## src/rtl/mc_ctrl_fsm.sv

```systemverilog
// -----------------------------------------------------------------------------
// mc_ctrl_fsm
// Control unit for a multicycle MIPS core. One shared ALU, one unified memory
// port, the IR and the register file are sequenced over 3-5 cycles per
// instruction (FETCH / DECODE / EXEC / MEM / WB). The unit drives every
// datapath mux select and write enable. It stalls on the memory ready
// handshake and traps permanently (until reset) on an unknown opcode.
//
// Parameters
//   MEM_HANDSHAKE  1: memory states wait for mem_ready_i
//                  0: mem_ready_i is ignored and treated as always 1
//
// Ports
//   clk_i         in   clock, rising edge
//   rst_i         in   asynchronous active-high reset
//   op_i6         in   opcode field of the IR
//   zero_i        in   ALU zero flag, used by BEQ
//   mem_ready_i   in   memory access completes this cycle
//   mem_req_o     out  memory access request
//   iord_o        out  memory address select: 0 = PC, 1 = ALUOut
//   mem_write_o   out  memory write strobe
//   ir_write_o    out  IR load enable
//   pc_en_o       out  PC load enable = pc_write | (branch & zero_i)
//   pc_src_o2     out  PC source: 00 ALUResult, 01 ALUOut, 10 jump target
//   alu_src_a_o   out  ALU A select: 0 = PC, 1 = rs
//   alu_src_b_o2  out  ALU B select: 00 rt, 01 4, 10 signimm, 11 signimm<<2
//   alu_op_o2     out  ALU op: 00 add, 01 sub, 10 decode funct
//   reg_dst_o     out  write register select: 0 = rt, 1 = rd
//   mem_to_reg_o  out  write data select: 0 = ALUOut, 1 = data register
//   reg_write_o   out  register file write enable
//   instr_done_o  out  one-cycle pulse on the last cycle of an instruction
//   illegal_o     out  sticky trap flag
//   state_o4      out  current state encoding (debug)
// -----------------------------------------------------------------------------
module mc_ctrl_fsm #(
  parameter bit MEM_HANDSHAKE = 1'b1
) (
  input  logic       clk_i,
  input  logic       rst_i,
  input  logic [5:0] op_i6,
  input  logic       zero_i,
  input  logic       mem_ready_i,
  output logic       mem_req_o,
  output logic       iord_o,
  output logic       mem_write_o,
  output logic       ir_write_o,
  output logic       pc_en_o,
  output logic [1:0] pc_src_o2,
  output logic       alu_src_a_o,
  output logic [1:0] alu_src_b_o2,
  output logic [1:0] alu_op_o2,
  output logic       reg_dst_o,
  output logic       mem_to_reg_o,
  output logic       reg_write_o,
  output logic       instr_done_o,
  output logic       illegal_o,
  output logic [3:0] state_o4
);

  typedef enum logic [3:0] {
    S_FETCH  = 4'd0,
    S_DECODE = 4'd1,
    S_MEMADR = 4'd2,
    S_MEMRD  = 4'd3,
    S_MEMWB  = 4'd4,
    S_MEMWR  = 4'd5,
    S_EXEC   = 4'd6,
    S_ALUWB  = 4'd7,
    S_BRANCH = 4'd8,
    S_ADDIEX = 4'd9,
    S_ADDIWB = 4'd10,
    S_JUMP   = 4'd11,
    S_TRAP   = 4'd15
  } state_t;

  localparam logic [5:0] OP_RTYPE = 6'b000000;
  localparam logic [5:0] OP_LW    = 6'b100011;
  localparam logic [5:0] OP_SW    = 6'b101011;
  localparam logic [5:0] OP_BEQ   = 6'b000100;
  localparam logic [5:0] OP_ADDI  = 6'b001000;
  localparam logic [5:0] OP_J     = 6'b000010;

  state_t     r_state;
  state_t     w_state_next;

  logic       w_ready;
  logic       w_mem_req;
  logic       w_iord;
  logic       w_mem_write;
  logic       w_ir_write;
  logic       w_pc_write;
  logic       w_branch;
  logic [1:0] w_pc_src;
  logic       w_alu_src_a;
  logic [1:0] w_alu_src_b;
  logic [1:0] w_alu_op;
  logic       w_reg_dst;
  logic       w_mem_to_reg;
  logic       w_reg_write;
  logic       w_instr_done;
  logic       w_illegal;

  // Without the handshake every memory access completes in its first cycle.
  assign w_ready = MEM_HANDSHAKE ? mem_ready_i : 1'b1;

  always_ff @(posedge clk_i or posedge rst_i) begin
    if (rst_i) begin
      r_state <= S_FETCH;
    end else begin
      r_state <= w_state_next;
    end
  end

  always_comb begin
    w_state_next = r_state;
    w_mem_req    = 1'b0;
    w_iord       = 1'b0;
    w_mem_write  = 1'b0;
    w_ir_write   = 1'b0;
    w_pc_write   = 1'b0;
    w_branch     = 1'b0;
    w_pc_src     = 2'b00;
    w_alu_src_a  = 1'b0;
    w_alu_src_b  = 2'b00;
    w_alu_op     = 2'b00;
    w_reg_dst    = 1'b0;
    w_mem_to_reg = 1'b0;
    w_reg_write  = 1'b0;
    w_instr_done = 1'b0;
    w_illegal    = 1'b0;

    case (r_state)
      S_FETCH: begin
        // PC+4 is computed by the ALU in the same cycle the instruction is read,
        // so IR and PC both load exactly when the read completes.
        w_mem_req   = 1'b1;
        w_alu_src_b = 2'b01;
        w_ir_write  = w_ready;
        w_pc_write  = w_ready;
        if (w_ready) w_state_next = S_DECODE;
      end
      S_DECODE: begin
        // Branch target PC + (signimm<<2) is precomputed into ALUOut here.
        w_alu_src_b = 2'b11;
        case (op_i6)
          OP_RTYPE:     w_state_next = S_EXEC;
          OP_LW, OP_SW: w_state_next = S_MEMADR;
          OP_BEQ:       w_state_next = S_BRANCH;
          OP_ADDI:      w_state_next = S_ADDIEX;
          OP_J:         w_state_next = S_JUMP;
          default:      w_state_next = S_TRAP;
        endcase
      end
      S_MEMADR: begin
        w_alu_src_a  = 1'b1;
        w_alu_src_b  = 2'b10;
        w_state_next = (op_i6 == OP_LW) ? S_MEMRD : S_MEMWR;
      end
      S_MEMRD: begin
        w_mem_req = 1'b1;
        w_iord    = 1'b1;
        if (w_ready) w_state_next = S_MEMWB;
      end
      S_MEMWB: begin
        w_mem_to_reg = 1'b1;
        w_reg_write  = 1'b1;
        w_instr_done = 1'b1;
        w_state_next = S_FETCH;
      end
      S_MEMWR: begin
        // The write strobe stays up through wait states; the store is only
        // finished on the cycle memory accepts it.
        w_mem_req    = 1'b1;
        w_iord       = 1'b1;
        w_mem_write  = 1'b1;
        w_instr_done = w_ready;
        if (w_ready) w_state_next = S_FETCH;
      end
      S_EXEC: begin
        w_alu_src_a  = 1'b1;
        w_alu_op     = 2'b10;
        w_state_next = S_ALUWB;
      end
      S_ALUWB: begin
        w_reg_dst    = 1'b1;
        w_reg_write  = 1'b1;
        w_instr_done = 1'b1;
        w_state_next = S_FETCH;
      end
      S_BRANCH: begin
        w_alu_src_a  = 1'b1;
        w_alu_op     = 2'b01;
        w_pc_src     = 2'b01;
        w_branch     = 1'b1;
        w_instr_done = 1'b1;
        w_state_next = S_FETCH;
      end
      S_ADDIEX: begin
        w_alu_src_a  = 1'b1;
        w_alu_src_b  = 2'b10;
        w_state_next = S_ADDIWB;
      end
      S_ADDIWB: begin
        w_reg_write  = 1'b1;
        w_instr_done = 1'b1;
        w_state_next = S_FETCH;
      end
      S_JUMP: begin
        w_pc_src     = 2'b10;
        w_pc_write   = 1'b1;
        w_instr_done = 1'b1;
        w_state_next = S_FETCH;
      end
      S_TRAP: begin
        w_illegal    = 1'b1;
        w_state_next = S_TRAP;
      end
      default: begin
        // Unused encodings 12-14 are treated as a corrupted state.
        w_state_next = S_TRAP;
      end
    endcase
  end

  // Reset forces the state to FETCH asynchronously, but FETCH itself asserts
  // a request and load enables; mask them so nothing fires while rst_i is high.
  assign mem_req_o    = w_mem_req & ~rst_i;
  assign iord_o       = w_iord;
  assign mem_write_o  = w_mem_write & ~rst_i;
  assign ir_write_o   = w_ir_write & ~rst_i;
  assign pc_en_o      = (w_pc_write | (w_branch & zero_i)) & ~rst_i;
  assign pc_src_o2    = w_pc_src;
  assign alu_src_a_o  = w_alu_src_a;
  assign alu_src_b_o2 = w_alu_src_b;
  assign alu_op_o2    = w_alu_op;
  assign reg_dst_o    = w_reg_dst;
  assign mem_to_reg_o = w_mem_to_reg;
  assign reg_write_o  = w_reg_write & ~rst_i;
  assign instr_done_o = w_instr_done & ~rst_i;
  assign illegal_o    = w_illegal & ~rst_i;
  assign state_o4     = r_state;

endmodule

```

## config.mk

```make
export PLATFORM = sky130hd
export DESIGN_NAME = mc_ctrl_fsm
export DESIGN_NICKNAME = d
export VERILOG_FILES = /design/src/rtl/mc_ctrl_fsm.sv
export SDC_FILE = /design/constraint.sdc
export NUM_CORES = 1
export LEC_CHECK = 0
export ABC_AREA = 1
export CAP_MARGIN = 20
export CORE_ASPECT_RATIO = 0.75
export CORE_MARGIN = 2
export CORE_UTILIZATION = 25
export CTS_CLUSTER_DIAMETER = 120
export DETAILED_ROUTE_END_ITERATION = 6
export PLACE_DENSITY_LB_ADDON = 0.25
export SETUP_SLACK_MARGIN = 0.05
export SKIP_CTS_REPAIR_TIMING = 1
export SYNTH_ARGS = -nofsm -noshare
export SYNTH_HDL_FRONTEND = slang
export SYNTH_SLANG_ARGS = --single-unit
```

## constraint.sdc

```tcl
create_clock -name clk_i -period 3.1 [get_ports clk_i]
set_input_delay 0.62 -clock clk_i [delete_from_list [all_inputs] [get_ports clk_i]]
set_output_delay 0.62 -clock clk_i [all_outputs]
set_load 0.01 [all_outputs]
```

Yosys cells after proc, flatten, opt, wreduce, memory -nomap -nowiden --
Cells that the tools add are included.
Cells by class: equality and inequality tests 20, muxes and demuxes 21, bitwise operators 10, reduce and logical (&&, ||, !) cells 10
Operators with widths (count):
- case mux 4 bit (8 select lines) | 1
- equality test 4 bit (second input constant) | 5
- case mux 4 bit (5 select lines) | 1
- equality test 4 x 3 -> 1 bit (second input constant) | 4
- equality test 6 bit (second input constant) | 2
- two-way mux 4 bit | 3
- two-way mux 1 bit | 10
- AND 1 bit | 8
- equality test 4 x 2 -> 1 bit (second input constant) | 2
- case mux 2 bit (2 select lines) | 2
- equality test 6 x 2 -> 1 bit (second input constant) | 1
- equality test 6 x 3 -> 1 bit (second input constant) | 1
- equality test 6 x 4 -> 1 bit (second input constant) | 1
- zero test 6 bit | 1
- inequality test 2 bit (second input constant) | 3
- case mux 2 bit (3 select lines) | 1
- OR reduction 2 bit | 3
- OR reduction 3 bit | 2
- OR reduction 5 bit | 1
- equality test 4 x 1 -> 1 bit (second input constant) | 1
- zero test 4 bit | 1
- case mux 1 bit (2 select lines) | 2
- OR reduction 4 bit | 1
- two-way mux 3 bit | 1
- other kinds (3) | 3
Word-level totals: register bits after elaboration 4, input bits 10, output and inout port bits 21, word-level logic and storage cells 62

Longest topological paths before layout --
Gate-level depths: netlist (run 1).
word-level depth 5, depth in mapped cells 9, mapped depth without buffers 9

Least setup slack after synthesis (run 1) --
No wires, ideal clock.
path kind register to output, start point register r_state[1] (netlist: state_o4[1]), end point output port pc_en_o, data arrival time 1.319 ns, data required time 2.480 ns, slack 1.161 ns, stages on the path, launching flop included 7, path buffers 1, path through dfrtp_1 buf_6 nor2_1 inv_1 nor2_1 nand2_1 a31oi_1
Between the ends: longest elaborated chain between the ends 5, elaborated cells on any way between the ends 8, classes of those cells eq/ne: 2; mux: 2; bitwise: 3; reduce/logical: 1
Ends and longest elaborated chain:
- start: declaration | line 83 | state_t r_state;
- start signal: assignment | line 110 | r_state <= w_state_next;
- equality test 4 bit | line 132 | case (r_state)
- two-way mux 1 bit | line 132
- AND 1 bit | line 231 | assign pc_en_o = (w_pc_write | (w_branch & zero_i)) & ~rst_i;
- OR 1 bit * | line 231
- AND 1 bit * | line 231
- end: declaration | line 47 | output logic pc_en_o,
Every way passes the cells marked *; elsewhere a longest branch is shown, timed or not.

Worst setup path in the final report (run 1) --
start point input port rst_i, end point output port reg_write_o
Between the ends: longest elaborated chain between the ends 2
Ends and longest elaborated chain:
- start: declaration | line 39 | input logic rst_i,
- inverter 1 bit | line 238 | assign reg_write_o = w_reg_write & ~rst_i;
- AND 1 bit | line 238
- end: declaration | line 54 | output logic reg_write_o,
Every way passes these cells.

==> summary.md, run 1 <==
| Metric | Value |
|---|---|
| Comb pwr share | 18.7% |
| Final Non-Filler Cells | 172 |
| Max-cap viol count | 0 |
| # port buffers | 30 |
| Hold Path Stages | 2 |
| Vias per inst | 4.45 |
| Drt pass-1 iters | 6 |
| H-Tree Depth | 1 |
| Critical path, cell by cell | clkdlybuf4s50_1 -> inv_1 -> o21ai_0 -> inv_1 -> clkdlybuf4s50_1 |
| CP max-delay cell | clkdlybuf4s50_1 |
| Synth Area in Compound Gates | 13.9% |
| Crit path largest cell delay | 0.52 ns |
| Area grow syn2layout | 58.7% |
| Setup TNS | 0 ns |
| Final setup viols | 0 |
| Synth Warn # | 0 |
| Crit end category | output pin |
| Core ar. | 0.00229 mm² |
| HPWL after DPL | 1510 µm |
| Worst EP required | 2.48 ns |
| Pwr Density | 151 mW/mm² |
| Vias in the first global route | 640 |
| DR vias | 766 |
| Reg2reg end | state_o4[2] |
| Final Wtd Congestion | 0.777 |
| Antenna diode count | 0 |
| CTS tree | done |
| Clock sink count | 4 |
| Mux cell area share after synthesis | 0% |
| Relative slew slack | 74.4% |
| Switch share | 23.7% |
| Die area | 0.00283 mm² |
| Final hold viol count | 0 |
| Worst Hold Slack | 0.666 ns |
| Leak pwr | 0.448 nW |
| Cell variety after synth | 21 |
| R2r setup slk | 1.73 ns |
| Post-layout power | 0.144 mW |
| Total CTS buffers | 3 |
| Post-synthesis simple-gate area fraction | 55.8% |
| Reg2reg path depth | 7 |
| Mapped Nets | 116 |
| Min-delay src | state_o4[3] |
| Mapped cell area | 603 µm² |
| Root buf cell | clkbuf_4 |
| Slew Limit Fails | 0 |
| Die W | 60.7 µm |
| Initial drt markers | 15 |
| Post-Place Cells | 169 |
| Total wire length | 1780 µm |
| Final period util | 86.4% |
| Start of the worst register-to-register path | state_o4[1] |
| Tot GR Track Use | 13.2% |
| Status | finished clean |
| XOR/XNOR share of the synthesized area | 0% |
| Worst slew pin tran | 0.384 ns |
| Syn Area/Cell | 5.69 µm² |
| Final min period | 2.68 ns |
| Share of layout cells above drive strength 1 | 15.9% |
| DIE HEIGHT | 46.5 µm |
| CTS max path bufs | 2 |
| IO Count | 31 |
| Switching pwr | 0.0341 mW |
| Final nets | 150 |
| F_max | 0.373 GHz |
| RSZ-0062 raised after global routing | false |
| Worst skew pair latency | 0.24 ns |
| Row cnt | 15 |
| Overflow after GRT | 0 |
| Int Pwr | 0.110 mW |
| Clock Power Share | 44.9% |
| Clock Pin Slew Worst Setup and Hold Paths | 0.04 ns |
| DRT antenna net count | 0 |
| Hold Path Class | flop to flop |
| Clock skew | 0.00261 ns |
| Crit-path leading delay family | buffers and inverters |
| Post-synthesis sequential area ratio | 16.6% |
| Critical Setup Path Class | primary input to output pin |
| Startpoint types | primary input |
| First-pass GRT wire length | 2740 µm |
| Hold EP | state_o4[3] |
| Flop pwr share | 36.5% |
| Bufs and invs on worst path | 4 |
| Initial Util | 26.3% |
| Synthesized instance count | 106 |
| Worst Path Arrival | 2.06 ns |
| Largest net degree at the start of global routing | 10 |
| Crit-path max FO | 6 |
| Initial antenna violation count | 0 |
| Largest family of logic cells by synthesized area | simple AND/OR/NAND/NOR gates |
| Routed WL per cell | 10.3 µm |
| Synth Area in Adders | 0% |
| Seq cells post-synth | 4 |
| Worst vdd ir | 0.0729 mV |
| Max reg flops | 4 |
| DRC viols | 0 |
## through the flow
stage	util [%]	area [µm²]	setup WS [ns]
global route	41.8	957	0.280
detailed placement	40.8	935	0.405
finish	41.8	957	0.421
floorplan	-	603	1.16
global placement	40.8	935	0.406
CTS	41.8	957	0.395
## synth_stat cells, drive strengths merged
| cell type | n | share of area [%] |
|---|---|---|
| nand3 | 11 | 12 |
| nor2 | 31 | 24 |
| a21oi | 7 | 6.4 |
| nor3 | 1 | 0.83 |
| a31oi | 1 | 1.0 |
| nand2 | 23 | 18 |
| a22oi | 1 | 1.2 |
| buf | 1 | 1.9 |
| and3 | 1 | 1.0 |
| o21ai | 5 | 4.1 |
| inv | 19 | 12 |
| dfrtp | 4 | 17 |
| o22ai | 1 | 1.0 |
## layout make-up
class                   instances  area (µm²)
flip-flops and latches          4         100
inverters                      19        71.3
fillers                       256        1330
repair buffers                 30         300
well taps                      34        42.5
clock buffers                   3        22.5
multi-input cells              82         420
## worst max-delay path by stage
stage / startpoint / end / slack (ns) / cells past startpoint
global route: rst_i / reg_write_o / 0.28 / 5
global placement: rst_i / reg_write_o / 0.41 / 5
detailed placement: rst_i / reg_write_o / 0.41 / 5
CTS: rst_i / reg_write_o / 0.39 / 5
finish: rst_i / reg_write_o / 0.42 / 5
floorplan: state_o4[1] / pc_en_o / 1.16 / 6
## cells by family (layout without fill, tap and decap cells)
kind of cell | Yosys count | in the layout
AND/OR/NAND/NOR | 67 | 67
buffers and inverters | 20 | 52
AO/OA/AOI/OAI | 15 | 15
flip-flops | 4 | 4
## cell usage in the layout, fill, tap and decap left out
master | synthesis | routed
clkdlybuf4s50_1 | 0 | 30
nor2_1 | 24 | 24
nand2_1 | 18 | 18
inv_1 | 15 | 15
nand3_1 | 9 | 9
a21oi_1 | 6 | 6
nor2_2 | 5 | 5
o21ai_0 | 5 | 5
inv_2 | 4 | 4
dfrtp_1 | 4 | 4
nand2_2 | 3 | 3
clkbuf_4 | 0 | 3
nor2_4 | 2 | 2
nand2_4 | 2 | 2
nand3_2 | 1 | 1
nand3_4 | 1 | 1
and3_1 | 1 | 1
o22ai_1 | 1 | 1
a22oi_1 | 1 | 1
a31oi_1 | 1 | 1
nor3_1 | 1 | 1
a21oi_2 | 1 | 1
## routing by layer
metal / wire length, µm / track usage (%) / share of wire (%) / vias to the layer above
met1: 898 / 19.0 / 51 / 344
met5: 0 / 0 / 0 / -
met3: 97 / 3.37 / 5.5 / 2
li1: - / - / - / 399
met2: 772 / 19.1 / 43 / 21
met4: 8 / 3.91 / 0.45 / 0
## power groups by stage
stage / clock network [mW] / registers (mW) / logic (mW)
global route: 0.0721 / 0.0524 / 0.0300
CTS: 0.0670 / 0.0525 / 0.0269
finish: 0.0646 / 0.0525 / 0.0269
floorplan: 0 / 0.0532 / 0.00920
global placement: 0 / 0.0532 / 0.0262
detailed placement: 0 / 0.0532 / 0.0268
## worst register-to-register path, delay by kind of cell, from the launching register on
kind               cells  cell delay, ns
AOI/OAI and AO/OA      1            0.07
DFF                    1            0.56
and+or+nand+nor        6            0.63
No activity file was read; power rests on OpenSTA's default activity.
==> run 2, diff against run 1 <==
--- a/config.mk
+++ b/config.mk
@@ -8,7 +8,6 @@
 export ABC_AREA = 1
 export CAP_MARGIN = 20
 export CORE_ASPECT_RATIO = 0.75
-export CORE_MARGIN = 2
 export CORE_UTILIZATION = 25
 export CTS_CLUSTER_DIAMETER = 120
 export DETAILED_ROUTE_END_ITERATION = 6
==> run 2 against run 1 <==
  * Routed wire length down 0.51%
  * Total power up 1.9%
  * Utilization unchanged
  * Largest power group unchanged
  * Critical path type unchanged
  * Highest routed layer is now met3
  * Non-clock buffer count unchanged
  * Fmax down 1.3%
==> summary.md, run 2 (synthesis gave the netlist of run 1 again) <==
| Metric | Value |
|---|---|
| Startpoint types | primary input |
| Clock skew | 0.00216 ns (-0.000455 ns) |
| Row cnt | 15 (unchanged) |
| Critical Setup Path Class | primary input to output pin |
| Final Wtd Congestion | 0.840 (+8.1%) |
| Final setup viols | 0 (unchanged) |
| Most frequent cells in the layout | clkdlybuf4s50_1 (30), nor2_1 (24), nand2_1 (18) |
| Initial drt markers | 17 (+2) |
| Final nets | 150 (unchanged) |
| Root buf cell | clkbuf_4 |
| First-pass GRT wire length | 2860 µm (+4.3%) |
| Slew Limit Fails | 0 (unchanged) |
| Comb pwr share | 18.1% (-0.6 points) |
| Vias in the first global route | 613 (-4.2%) |
| Worst slew pin tran | 0.404 ns (+0.0208 ns) |
| Vias per inst | 4.41 (-0.91%) |
| Clock Power Share | 46.1% (+1.2 points) |
| Leak pwr | 0.448 nW (unchanged) |
| Worst vdd ir | 0.0714 mV (-2.0%) |
| DR vias | 759 (-0.91%) |
| Most common cell after layout, fill and taps aside | clkdlybuf4s50_1 |
| Worst skew pair latency | 0.24 ns (about the same) |
| CTS tree | done |
| Initial antenna violation count | 0 (unchanged) |
| Largest net degree at the start of global routing | 10 (unchanged) |
| DIE HEIGHT | 44.5 µm (-4.3%) |
| Max-cap viol count | 0 (unchanged) |
| # port buffers | 30 (unchanged) |
| Total wire length | 1770 µm (-0.51%) |
| Clock sink count | 4 (unchanged) |
| HPWL after DPL | 1500 µm (-0.47%) |
| Flop pwr share | 35.8% (-0.7 points) |
| Status | finished clean |
| DRC viols | 0 (unchanged) |
| Core ar. | 0.00229 mm² (unchanged) |
| Clock Pin Slew Worst Setup and Hold Paths | 0.04 ns (about the same) |
| Share of layout cells above drive strength 1 | 15.9% (unchanged) |
| Final min period | 2.71 ns (+0.0342 ns) |
| Crit end category | output pin |
| Die area | 0.00261 mm² (-7.5%) |
| Final period util | 87.5% (+1.1 points) |
| Worst Path Arrival | 2.09 ns (+0.03 ns) |
| Final hold viol count | 0 (unchanged) |
| Setup TNS | 0 ns (unchanged) |
| DRT antenna net count | 0 (unchanged) |
| Switching pwr | 0.0366 mW (+7.4%) |
| H-Tree Depth | 1 (unchanged) |
| IO Count | 31 (unchanged) |
| Pwr Density | 153 mW/mm² (+1.9%) |
| Final Util | 41.8% (unchanged) |
| CTS max path bufs | 2 (unchanged) |
| Overflow after GRT | 0 (unchanged) |
| Crit-path max FO | 6 (unchanged) |
| Antenna diode count | 0 (unchanged) |
| Tot GR Track Use | 14.7% (+1.6 points) |
| Routed WL per cell | 10.3 µm (-0.51%) |
| Die W | 58.7 µm (-3.3%) |
| Switch share | 24.9% (+1.3 points) |
| Drt pass-1 iters | 4 (-2) |
| Initial Util | 26.3% (unchanged) |
| Max reg flops | 4 (unchanged) |
| Hold Path Class | flop to flop |
| Relative slew slack | 73.0% (-1.4 points) |
| Area grow syn2layout | 58.7% (unchanged) |
| Worst EP required | 2.48 ns (about the same) |
| Int Pwr | 0.110 mW (+0.16%) |
| Fillers | 256 (unchanged) |
| Total CTS buffers | 3 (unchanged) |
| RSZ-0062 raised after global routing | false |
| F_max | 0.369 GHz (-1.3%) |
run 2: cell counts in the layout (fill, tap and decap cells not counted):
Identical to the previous run, type by type.
run 2: routing by layer:
metal  vias up  track usage, %  part of all wire, %  routed length (µm)
met2        30            18.2                   40                 712
met3         0            5.26                  8.9                 158
met5         -               0                    0                   0
met4         0            1.43                    0                   0
li1        398               -                    -                   -
met1       331            24.0                   51                 896
run 2: worst paths after layout:
path / from / to / slack (ns) / depth (start not counted)
hold reg to reg: state_o4[3] / state_o4[3] / 0.69 / 2
setup / recovery: rst_i / reg_write_o / 0.39 / 5
hold / removal: state_o4[3] / state_o4[3] / 0.69 / 2
setup reg to reg: state_o4[2] / state_o4[2] / 1.70 / 7
min in group asynchronous: rst_i / state_o4[2] / 0.76 / 2
max in group asynchronous: rst_i / state_o4[1] / 2.14 / 2
run 2: final cells by class:
| type | count | area, µm² | share of cell area, % |
|---|---|---|---|
| clock buffers | 3 | 22.5 | 2.35 |
| inverters | 19 | 71.3 | 7.45 |
| multi-input cells | 82 | 420 | 43.9 |
| flip-flops and latches | 4 | 100 | 10.5 |
| well taps | 34 | 42.5 | 4.44 |
| repair buffers | 30 | 300 | 31.4 |
run 2: worst max-delay path, stage by stage:
cell and delay, ns:
clkdlybuf4s50_1 0.51, inv_1 0.24, o21ai_0 0.12, inv_1 0.06
clkdlybuf4s50_1 0.53
run 2: through the flow:
stage / hold WS, ns / power, mW / area, µm² / setup WS [ns] / std cells
finish: 0.692 / 0.147 / 957 / 0.387 / 172
floorplan: 0.400 / 0.0624 / 603 / 1.16 / 106
global placement: 0.679 / 0.0793 / 935 / 0.419 / 169
detailed placement: 0.672 / 0.0798 / 935 / 0.386 / 169
CTS: 0.682 / 0.149 / 957 / 0.385 / 172
global route: 0.711 / 0.155 / 957 / 0.219 / 172
run 2: power groups by stage:
stage / clock, mW / sequential, mW / combinational (mW)
after floorplan: 0 / 0.0532 / 0.00920
after global placement: 0 / 0.0532 / 0.0261
after detailed placement: 0 / 0.0532 / 0.0266
after CTS: 0.0694 / 0.0525 / 0.0267
after global routing: 0.0728 / 0.0525 / 0.0300
final: 0.0677 / 0.0525 / 0.0265
==> run 3, diff against run 2 <==
--- a/config.mk
+++ b/config.mk
@@ -11,7 +11,9 @@
 export CORE_UTILIZATION = 25
 export CTS_CLUSTER_DIAMETER = 120
 export DETAILED_ROUTE_END_ITERATION = 6
+export HOLD_SLACK_MARGIN = 0.12
 export PLACE_DENSITY_LB_ADDON = 0.25
+export RECOVER_POWER = 25
 export SETUP_SLACK_MARGIN = 0.05
 export SKIP_CTS_REPAIR_TIMING = 1
 export SYNTH_ARGS = -nofsm -noshare
==> run 3 against run 2 <==
  * Clock power hardly changed
  * Fmax is 3.6% lower
  * Combinational power is 2% lower
  * Critical endpoint unchanged
  * Count of clock-buffer cells in the layout stayed put
  * Routed wire length is 0.40% lower
  * Global-route usage stayed put
  * Non-clock buffer count stayed put
  * Largest cell class unchanged
  * Via count is 0.79% lower
  * Total power is 0.53% lower
  * Design area stayed put
==> summary.md, run 3 (synthesis gave the netlist of run 1 again) <==
| Metric | Value |
|---|---|
| Status | finished clean |
| GRT met1 Usage | 24.0% (unchanged) |
| Initial drt markers | 17 (unchanged) |
| Crit end category | output pin |
| Total wire length | 1760 µm (-0.40%) |
| Overflow after GRT | 0 (unchanged) |
| Worst slew pin tran | 0.411 ns (+0.00635 ns) |
| Root buf cell | clkbuf_4 |
| Reg2reg path depth | 7 (unchanged) |
| H-Tree Depth | 1 (unchanged) |
| Die area | 0.00261 mm² (unchanged) |
| CTS tree | done |
| DIE HEIGHT | 44.5 µm (unchanged) |
| Most frequent cells in the layout | clkdlybuf4s50_1 (28), nor2_1 (24), nand2_1 (18) |
| HPWL after DPL | 1500 µm (unchanged) |
| Area grow syn2layout | 58.7% (unchanged) |
| Worst vdd ir | 0.0712 mV (-0.35%) |
| Startpoint types | primary input |
| First-pass GRT wire length | 2860 µm (unchanged) |
| Max-cap viol count | 0 (unchanged) |
| Reg2reg end | state_o4[2] |
| Final instance area | 957 µm² (unchanged) |
| M3 GR Usage | 5.26% (unchanged) |
| Slew Limit Fails | 0 (unchanged) |
| Clock skew | 0.00193 ns (-0.000233 ns) |
| Critical Setup Path Class | primary input to output pin |
| CP Launch Point | rst_i |
| Final nets | 150 (unchanged) |
| Drt pass-1 iters | 4 (unchanged) |
| Worst Path Arrival | 2.20 ns (+0.11 ns) |
| Vias per inst | 4.38 (-0.79%) |
| Max reg flops | 4 (unchanged) |
| Crit-path max FO | 6 (unchanged) |
| DRT antenna net count | 0 (unchanged) |
| Share of layout cells above drive strength 1 | 15.9% (unchanged) |
| Gr busiest metal | met1 |
| F_max | 0.355 GHz (-3.6%) |
| Worst slack, placed | 0.386 ns (unchanged) |
| Row cnt | 15 (unchanged) |
| Hold Path Class | flop to flop |
| Vias in the first global route | 613 (unchanged) |
| Leak pwr | 0.448 nW (+0.12%) |
| Final worst-path setup slack | 0.285 ns (-0.102 ns) |
| Tot GR Track Use | 14.7% (unchanged) |
| Start of the worst register-to-register path | state_o4[2] |
| DR vias | 753 (-0.79%) |
| Initial Util | 26.3% (unchanged) |
| Setup TNS | 0 ns (unchanged) |
| Worst EP required | 2.48 ns (about the same) |
| Met2 GRT Util | 18.2% (unchanged) |
| Clock Pin Slew Worst Setup and Hold Paths | 0.04 ns (about the same) |
| Final setup viols | 0 (unchanged) |
| Most common cell after layout, fill and taps aside | clkdlybuf4s50_1 |
| Antenna diode count | 0 (unchanged) |
| Final Wtd Congestion | 0.840 (unchanged) |
| Initial antenna violation count | 0 (unchanged) |
| Final hold viol count | 0 (unchanged) |
| Worst skew pair latency | 0.24 ns (about the same) |
| Routed WL per cell | 10.2 µm (-0.40%) |
| IO Count | 31 (unchanged) |
| RSZ-0062 raised after global routing | false |
| DRC viols | 0 (unchanged) |
| Pwr Density | 153 mW/mm² (-0.53%) |
| Final Util | 41.8% (unchanged) |
| R2r setup slk | 1.69 ns (about the same) |
| Largest net degree at the start of global routing | 10 (unchanged) |
| Placed Area | 935 µm² (unchanged) |
| Relative slew slack | 72.6% (-0.42 points) |
| Final min period | 2.82 ns (+0.102 ns) |
| Total CTS buffers | 3 (unchanged) |
| Worst setup path end | reg_write_o |
| Die W | 58.7 µm (unchanged) |
| # port buffers | 30 (unchanged) |
| Core ar. | 0.00229 mm² (unchanged) |
| CTS max path bufs | 2 (unchanged) |
| Clock sink count | 4 (unchanged) |
| Final period util | 90.8% (+3.3 points) |
run 3: cell count changes in the layout (fill, tap and decap cells not counted), sizes merged:
| cell | previous run | this run |
|---|---|---|
| dlygate4sd3 | 0 | 2 |
| clkdlybuf4s50 | 30 | 28 |
run 3: how the worst min path moves through the flow:
| stage | startpoint | cells past startpoint | slack, ns | to |
|---|---|---|---|---|
| global placement | state_o4[3] | 2 | 0.68 | state_o4[3] |
| global route | state_o4[3] | 2 | 0.71 | state_o4[3] |
| finish | state_o4[3] | 2 | 0.69 | state_o4[3] |
| detailed placement | state_o4[3] | 2 | 0.67 | state_o4[3] |
| floorplan | rst_i | 1 | 0.40 | state_o4[0] |
| CTS | state_o4[3] | 2 | 0.68 | state_o4[3] |
run 3: worst max-delay path, cell delays in order:
cell	delay, ns
dlygate4sd3_1	0.63
inv_1	0.23
o21ai_0	0.12
inv_1	0.06
clkdlybuf4s50_1	0.53
run 3: cell type report:
class                      count  area (µm²)
clock buffer                   3        22.5
sequential                     4         100
timing repair buffer          30         300
fill                         256        1330
tap                           34        42.5
multi-input combinational     82         420
inverter                      19        71.3
run 3: layer usage:
metal | routed length, µm | part of all wire [%]
met1 | 930 | 53
met2 | 712 | 40
met3 | 117 | 6.6
met4 | 0 | 0
met5 | 0 | 0
run 3: where the power goes:
group	switching, mW	total, mW	internal [mW]
Sequential	0	0.0525	0.0525
Clock	0.0240	0.0675	0.0435
Combinational	0.0123	0.0260	0.0137
Total	0.0363	0.146	0.110
run 3: stage by stage:
stage	instances	total power [mW]	hold WS, ns
3_3_place_gp	169	0.0793	0.679
5_1_grt	172	0.155	0.711
2_1_floorplan	106	0.0624	0.400
6_report	172	0.146	0.692
4_1_cts	172	0.149	0.682
3_5_place_dp	169	0.0798	0.672
